==> config.mk <==
export PLATFORM = sky130hd
export DESIGN_NAME = calc_key_sequencer
export DESIGN_NICKNAME = d
export VERILOG_FILES = /design/src/rtl/calc_pkg.sv /design/src/rtl/key_debounce.sv /design/src/rtl/calc_key_sequencer.sv
export SDC_FILE = /design/constraint.sdc
export NUM_CORES = 1
export LEC_CHECK = 0
export CAP_MARGIN = 20
export CELL_PAD_IN_SITES_DETAIL_PLACEMENT = 1
export CELL_PAD_IN_SITES_GLOBAL_PLACEMENT = 1
export CORE_AREA = 2 2 135 71
export DETAILED_ROUTE_END_ITERATION = 8
export DIE_AREA = 0 0 137 73
export GPL_TIMING_DRIVEN = 0
export HOLD_SLACK_MARGIN = 0.15
export PLACE_DENSITY = 0.82
export SLEW_MARGIN = 5
export SYNTH_ARGS = -nofsm -noshare
export SYNTH_HDL_FRONTEND = slang
export SYNTH_HIERARCHICAL = 1
export SYNTH_SLANG_ARGS = --single-unit
export TNS_END_PERCENT = 1
==> constraint.sdc <==
create_clock -name CLOCK_50 -period 2.7 [get_ports CLOCK_50]
set_clock_uncertainty 0.15 [all_clocks]
set_input_delay 0.54 -clock CLOCK_50 [delete_from_list [all_inputs] [get_ports CLOCK_50]]
set_output_delay 0.54 -clock CLOCK_50 [all_outputs]
set_load 0.005 [all_outputs]
==> src/rtl/calc_pkg.sv <==
// Shared definitions for the calculator key sequencer.
//   - FSM state enumeration
//   - operand / opcode widths
//   - default debounce length (10 ms at 50 MHz)
//   - key index assignments within key_n
package calc_pkg;

    localparam int OPND_W           = 4;
    localparam int OP_W             = 3;
    localparam int DEBOUNCE_DEFAULT = 500000;

    localparam int NUM_KEYS   = 3;
    localparam int KEY_ENTER  = 0;
    localparam int KEY_OPNEXT = 1;
    localparam int KEY_CLEAR  = 2;

    typedef enum logic [1:0] {
        ST_IDLE  = 2'd0,
        ST_EXEC  = 2'd1,
        ST_LATCH = 2'd2,
        ST_SHOW  = 2'd3
    } state_t;

endpackage

==> src/rtl/key_debounce.sv <==
// Single-key conditioner: 2-flop synchronizer, stability counter and
// press-pulse generator for one active-low pushbutton.
// Ports:
//   clk    in  1  clock
//   rst_n  in  1  asynchronous active-low reset
//   key_n  in  1  raw active-low key
//   press  out 1  one-cycle pulse, high in the first cycle the debounced
//                 level is low (1->0 transition); releases give nothing
module key_debounce #(
    parameter int DEBOUNCE_CYCLES = 500000
) (
    input  logic clk,
    input  logic rst_n,
    input  logic key_n,
    output logic press
);

    // The counter only ever holds 0..DEBOUNCE_CYCLES-1.
    localparam int CNT_W = (DEBOUNCE_CYCLES > 1) ? $clog2(DEBOUNCE_CYCLES) : 1;
    localparam logic [CNT_W-1:0] CNT_LAST = CNT_W'(DEBOUNCE_CYCLES - 1);

    logic             sync1_reg;
    logic             sync2_reg;
    logic             level_reg;
    logic             press_reg;
    logic [CNT_W-1:0] cnt_reg;

    always_ff @(posedge clk or negedge rst_n) begin
        if (!rst_n) begin
            sync1_reg <= 1'b1;
            sync2_reg <= 1'b1;
            level_reg <= 1'b1;
            press_reg <= 1'b0;
            cnt_reg   <= '0;
        end else begin
            sync1_reg <= key_n;
            sync2_reg <= sync1_reg;
            press_reg <= 1'b0;
            if (sync2_reg != level_reg) begin
                // Nth consecutive differing cycle: accept the new level.
                if (cnt_reg == CNT_LAST) begin
                    level_reg <= sync2_reg;
                    cnt_reg   <= '0;
                    press_reg <= ~sync2_reg;
                end else begin
                    cnt_reg <= cnt_reg + 1'b1;
                end
            end else begin
                // Any return to the accepted level restarts the count.
                cnt_reg <= '0;
            end
        end
    end

    assign press = press_reg;

endmodule

==> src/rtl/calc_key_sequencer.sv <==
// Pushbutton front end for a combinational 4-bit calculator. Debounces
// three keys and sequences operand/opcode loading and result capture.
// Ports:
//   CLOCK_50  in  1  clock
//   reset_n   in  1  asynchronous active-low reset
//   key_n     in  3  raw keys, active-low: [0]=enter [1]=op_next [2]=clear
//   sw        in  8  operands: [7:4]=A, [3:0]=B
//   calc_r    in  4  result from the calculator
//   calc_ovf  in  1  overflow from the calculator
//   calc_op   out 3  registered opcode to the calculator
//   calc_a    out 4  registered operand A
//   calc_b    out 4  registered operand B
//   res       out 4  latched result for display
//   res_ovf   out 1  latched overflow for display
//   res_valid out 1  res/res_ovf hold a completed result
//   busy      out 1  operation in flight (EXEC or LATCH)
module calc_key_sequencer
    import calc_pkg::*;
#(
    parameter int DEBOUNCE_CYCLES = DEBOUNCE_DEFAULT
) (
    input  logic              CLOCK_50,
    input  logic              reset_n,
    input  logic [2:0]        key_n,
    input  logic [7:0]        sw,
    input  logic [OPND_W-1:0] calc_r,
    input  logic              calc_ovf,
    output logic [OP_W-1:0]   calc_op,
    output logic [OPND_W-1:0] calc_a,
    output logic [OPND_W-1:0] calc_b,
    output logic [OPND_W-1:0] res,
    output logic              res_ovf,
    output logic              res_valid,
    output logic              busy
);

    logic [NUM_KEYS-1:0] press;

    generate
        for (genvar gi = 0; gi < NUM_KEYS; gi++) begin : g_key
            key_debounce #(
                .DEBOUNCE_CYCLES(DEBOUNCE_CYCLES)
            ) u_key_debounce (
                .clk   (CLOCK_50),
                .rst_n (reset_n),
                .key_n (key_n[gi]),
                .press (press[gi])
            );
        end
    endgenerate

    state_t            state_reg, state_next;
    logic [OP_W-1:0]   op_reg, op_next;
    logic [OPND_W-1:0] a_reg, a_next;
    logic [OPND_W-1:0] b_reg, b_next;
    logic [OPND_W-1:0] res_reg, res_next;
    logic              ovf_reg, ovf_next;
    logic              valid_reg, valid_next;

    always_ff @(posedge CLOCK_50 or negedge reset_n) begin
        if (!reset_n) begin
            state_reg <= ST_IDLE;
            op_reg    <= '0;
            a_reg     <= '0;
            b_reg     <= '0;
            res_reg   <= '0;
            ovf_reg   <= 1'b0;
            valid_reg <= 1'b0;
        end else begin
            state_reg <= state_next;
            op_reg    <= op_next;
            a_reg     <= a_next;
            b_reg     <= b_next;
            res_reg   <= res_next;
            ovf_reg   <= ovf_next;
            valid_reg <= valid_next;
        end
    end

    always_comb begin
        state_next = state_reg;
        op_next    = op_reg;
        a_next     = a_reg;
        b_next     = b_reg;
        res_next   = res_reg;
        ovf_next   = ovf_reg;
        valid_next = valid_reg;

        // Clear wins over everything, in every state.
        if (press[KEY_CLEAR]) begin
            state_next = ST_IDLE;
            op_next    = '0;
            a_next     = '0;
            b_next     = '0;
            res_next   = '0;
            ovf_next   = 1'b0;
            valid_next = 1'b0;
        end else begin
            case (state_reg)
                ST_IDLE, ST_SHOW: begin
                    if (press[KEY_ENTER]) begin
                        a_next     = sw[7:4];
                        b_next     = sw[3:0];
                        valid_next = 1'b0;
                        state_next = ST_EXEC;
                    end else if (press[KEY_OPNEXT]) begin
                        op_next    = OP_W'(op_reg + 1'b1);
                        valid_next = 1'b0;
                        state_next = ST_IDLE;
                    end
                end
                // Operands are held for one full cycle so the calculator settles.
                ST_EXEC: state_next = ST_LATCH;
                ST_LATCH: begin
                    res_next   = calc_r;
                    ovf_next   = calc_ovf;
                    valid_next = 1'b1;
                    state_next = ST_SHOW;
                end
                default: state_next = ST_IDLE;
            endcase
        end
    end

    assign calc_op   = op_reg;
    assign calc_a    = a_reg;
    assign calc_b    = b_reg;
    assign res       = res_reg;
    assign res_ovf   = ovf_reg;
    assign res_valid = valid_reg;
    assign busy      = (state_reg == ST_EXEC) || (state_reg == ST_LATCH);

endmodule

==> results of run 1 <==
## power by group
| group | switching (W) | total [W] | leakage [nW] | internal [W] |
|---|---|---|---|---|
| logic | 0.0000615 | 0.000106 | 0.749 | 0.0000445 |
| registers | 0.0000171 | 0.00136 | 1.15 | 0.00134 |
| clock network | 0.000495 | 0.00114 | 0.136 | 0.000642 |
## final cells by class
cell class / count / area, µm²
clock buffer: 12 / 246
sequential: 88 / 2210
buffer: 12 / 62.6
fill: 1009 / 4000
multi-input combinational: 297 / 1890
timing repair buffer: 37 / 385
clock inverter: 4 / 20.0
inverter: 11 / 41.3
tap: 121 / 151
## path summary, 6_finish.rpt
| kind | from | to | slack, ns |
|---|---|---|---|
| max in group asynchronous | reset_n | g_key[2].u_key_debounce/sync2_reg | 1.26 |
| min | g_key[1].u_key_debounce/sync1_reg | g_key[1].u_key_debounce/sync2_reg | 0.20 |
| min in group asynchronous | reset_n | g_key[1].u_key_debounce/cnt_reg[16] | 0.47 |
| min reg2reg | g_key[1].u_key_debounce/sync1_reg | g_key[1].u_key_debounce/sync2_reg | 0.20 |
| max reg2reg | g_key[1].u_key_debounce/cnt_reg[5] | g_key[1].u_key_debounce/cnt_reg[14] | 0.46 |
| max | state_reg[0] | busy | 0.25 |
## logic make-up after synthesis
| group | Yosys count | share of synthesized area, % |
|---|---|---|
| AND/OR/NAND/NOR | 204 | 25.7 |
| buffers and inverters | 23 | 2.47 |
| multiplexers | 10 | 2.47 |
| adder cells (fa/ha/maj) | 5 | 1.49 |
| AO/OA/AOI/OAI | 27 | 4.73 |
| flip-flops | 88 | 52.6 |
| XOR/XNOR | 51 | 10.6 |
## cell usage in the layout (no fill, tap or decap), types with 3 or more instances in the layout
| master | n |
|---|---|
| clkinv_2 | 4 |
| nand4_2 | 3 |
| ha_1 | 5 |
| mux2_2 | 3 |
| nor2_1 | 68 |
| dfstp_2 | 9 |
| buf_1 | 3 |
| nor3_1 | 18 |
| and4_1 | 4 |
| nor4_1 | 11 |
| mux2i_1 | 7 |
| buf_2 | 6 |
| inv_1 | 11 |
| clkdlybuf4s50_1 | 34 |
| xor2_1 | 16 |
| xnor2_1 | 35 |
| nor4b_1 | 5 |
| a21oi_1 | 14 |
| clkbuf_16 | 9 |
| o21ai_0 | 4 |
| and3_1 | 3 |
| nand3_1 | 22 |
| dfrtp_1 | 79 |
| nand4_1 | 22 |
| nand2_1 | 31 |
## per-layer routing
layer / track usage (%) / up-vias / wire length (µm)
li1: - / 1521 / -
met2: 34.7 / 47 / 4530
met1: 33.5 / 1627 / 5190
met3: 6.11 / 13 / 432
met4: 6.53 / 0 / 110
met5: 0 / - / 0
## metrics by stage
stage	area [µm²]	setup slack, ns	util (%)
2_1_floorplan	4210	0.842	-
6_report	5010	0.247	55.6
5_1_grt	5010	0.174	55.6
4_1_cts	5010	0.238	55.6
3_3_place_gp	4710	-2.23	52.3
3_5_place_dp	4740	0.435	52.6
==> flow_summary.toml, run 1 <==
[grt]
antenna_found_initial = 0
grt_pass1_wl_um = 17600
gr-usage-all-layers_pct = 23.2
grt_pass1_vias = 3351
overflow = 0
grt_max_degree = 70

[yosys]
syn_area_per_cell_um2 = 10.3
async_reset_ff_share_pct = 100
ys_seq_area_share_pct = 52.6
netlist_instances = 408
synth_seq_cells = 88
syn_area_um2 = 4210
yosysWarnings = 6
synth_most_common_cell = "dfrtp_1"
syn_nets = 431
synth_top_cell_area_share_pct = 47.0
synthFlopType = "dfrtp_1"
synth_cell_types = 40
synth_top_area_cell = "dfrtp_1"
netlist_top_cells_count = "dfrtp_1, nor2_1, xnor2_1"
synth_edf_count = 0
synth_top_cells_by_area = "dfrtp_1, xnor2_1, nor2_1"

[sta]
setup_viol = 0
hold_viol = 0
max_freq_mhz = 408
period_share_pct = 90.9
final.setup.tns_ns = 0
tightest_slew_ns = 0.657
layout_min_cycle_time_ns = 2.45
timing.hold.ws_ns = 0.200
relSlewSlack_pct = 55.8
rsz0062_at_grt = "false"
slew_viol_final = 0

[power]
vdd_ir_drop_max_uv = 345
leakage_nw = 2.03
power.density_nw_per_um2 = 518
power_w = 0.00260

[layout]
stdcell_count = 582
drive_above_1_share_pct = 11.9
nets = 479
largest_reg_flops = 57
antenna_cells = 0
syn2layout_area_growth_pct = 19.1

[clock_tree]
clock_path_buffers = 2
path_clk_slew_ns = 0.06
cts_buffers = 9
cts_hold_buf = 1
cts_sinks = 88
htreeDepth = 3
cts_setup_buffers = 0
insertion_delay_ns = 0.34
cts_resized = 0
cts_root_buf = "clkbuf_16"
cts_tree = "yes"

[flow_run]
cap_violations = 0

[route]
avgViaCountPerCell = 5.51
drt-pass1-iter-count = 4
first_iter_violations = 175
wl_per_cell_um = 17.6
vias = 3208
ant_nets = 0
drcViolationCount = 0
drt_wl_total_um = 10300

[floorplanning]
die_h_um = 73
initial_utilization_pct = 46.7
die_area_um2 = 10000
rows = 25
io_pins = 36
core-area_um2 = 9010
fp.dieW_um = 137

[worst_setup_path]
path_class = "register to output port"
crit_top_cell = "inv_1"
cp_cell_sequence = "inv_1, ha_1, inv_1, clkdlybuf4s50_1"
path_buf_inv = 3
cp-start-kind = "register"
slowest_delay_ns = 0.52
worst_ep_required_time_ns = 2.01
r2r_cells = 5
crit_arrival_ns = 1.76
crit_slowest_cell = "clkdlybuf4s50_1"
crit_cells = 4
crit_family = "buffers and inverters"
worst-path-max-fanout = 7
worstSetupEndpointType = "output port"

[placement]
io_buffers = 35
dp_hpwl_um = 7310
dpl.cell_count = 565
place_congestion = 0.856

[hold_path]
hold_path.class = "register to register"
min_path_cells = 0

[status]
status = "completed"
Power figures use the tool's default switching activity.
==> run 2: changes to the inputs <==
- clock period: 2.7 -> 3.15 ns (I/O delays scaled with it)
==> results of run 2 <==
Same layout as run 1 (identical final DEF). Status: completed.
Among the figures that moved: setup slack after placement 0.435 ns -> 0.885 ns; setup slack after layout 0.247 ns -> 0.607 ns; register-to-register setup slack 0.46 ns -> 0.91 ns; total power 0.00260 W -> 0.00223 W; worst IR drop on VDD 345 µV -> 296 µV
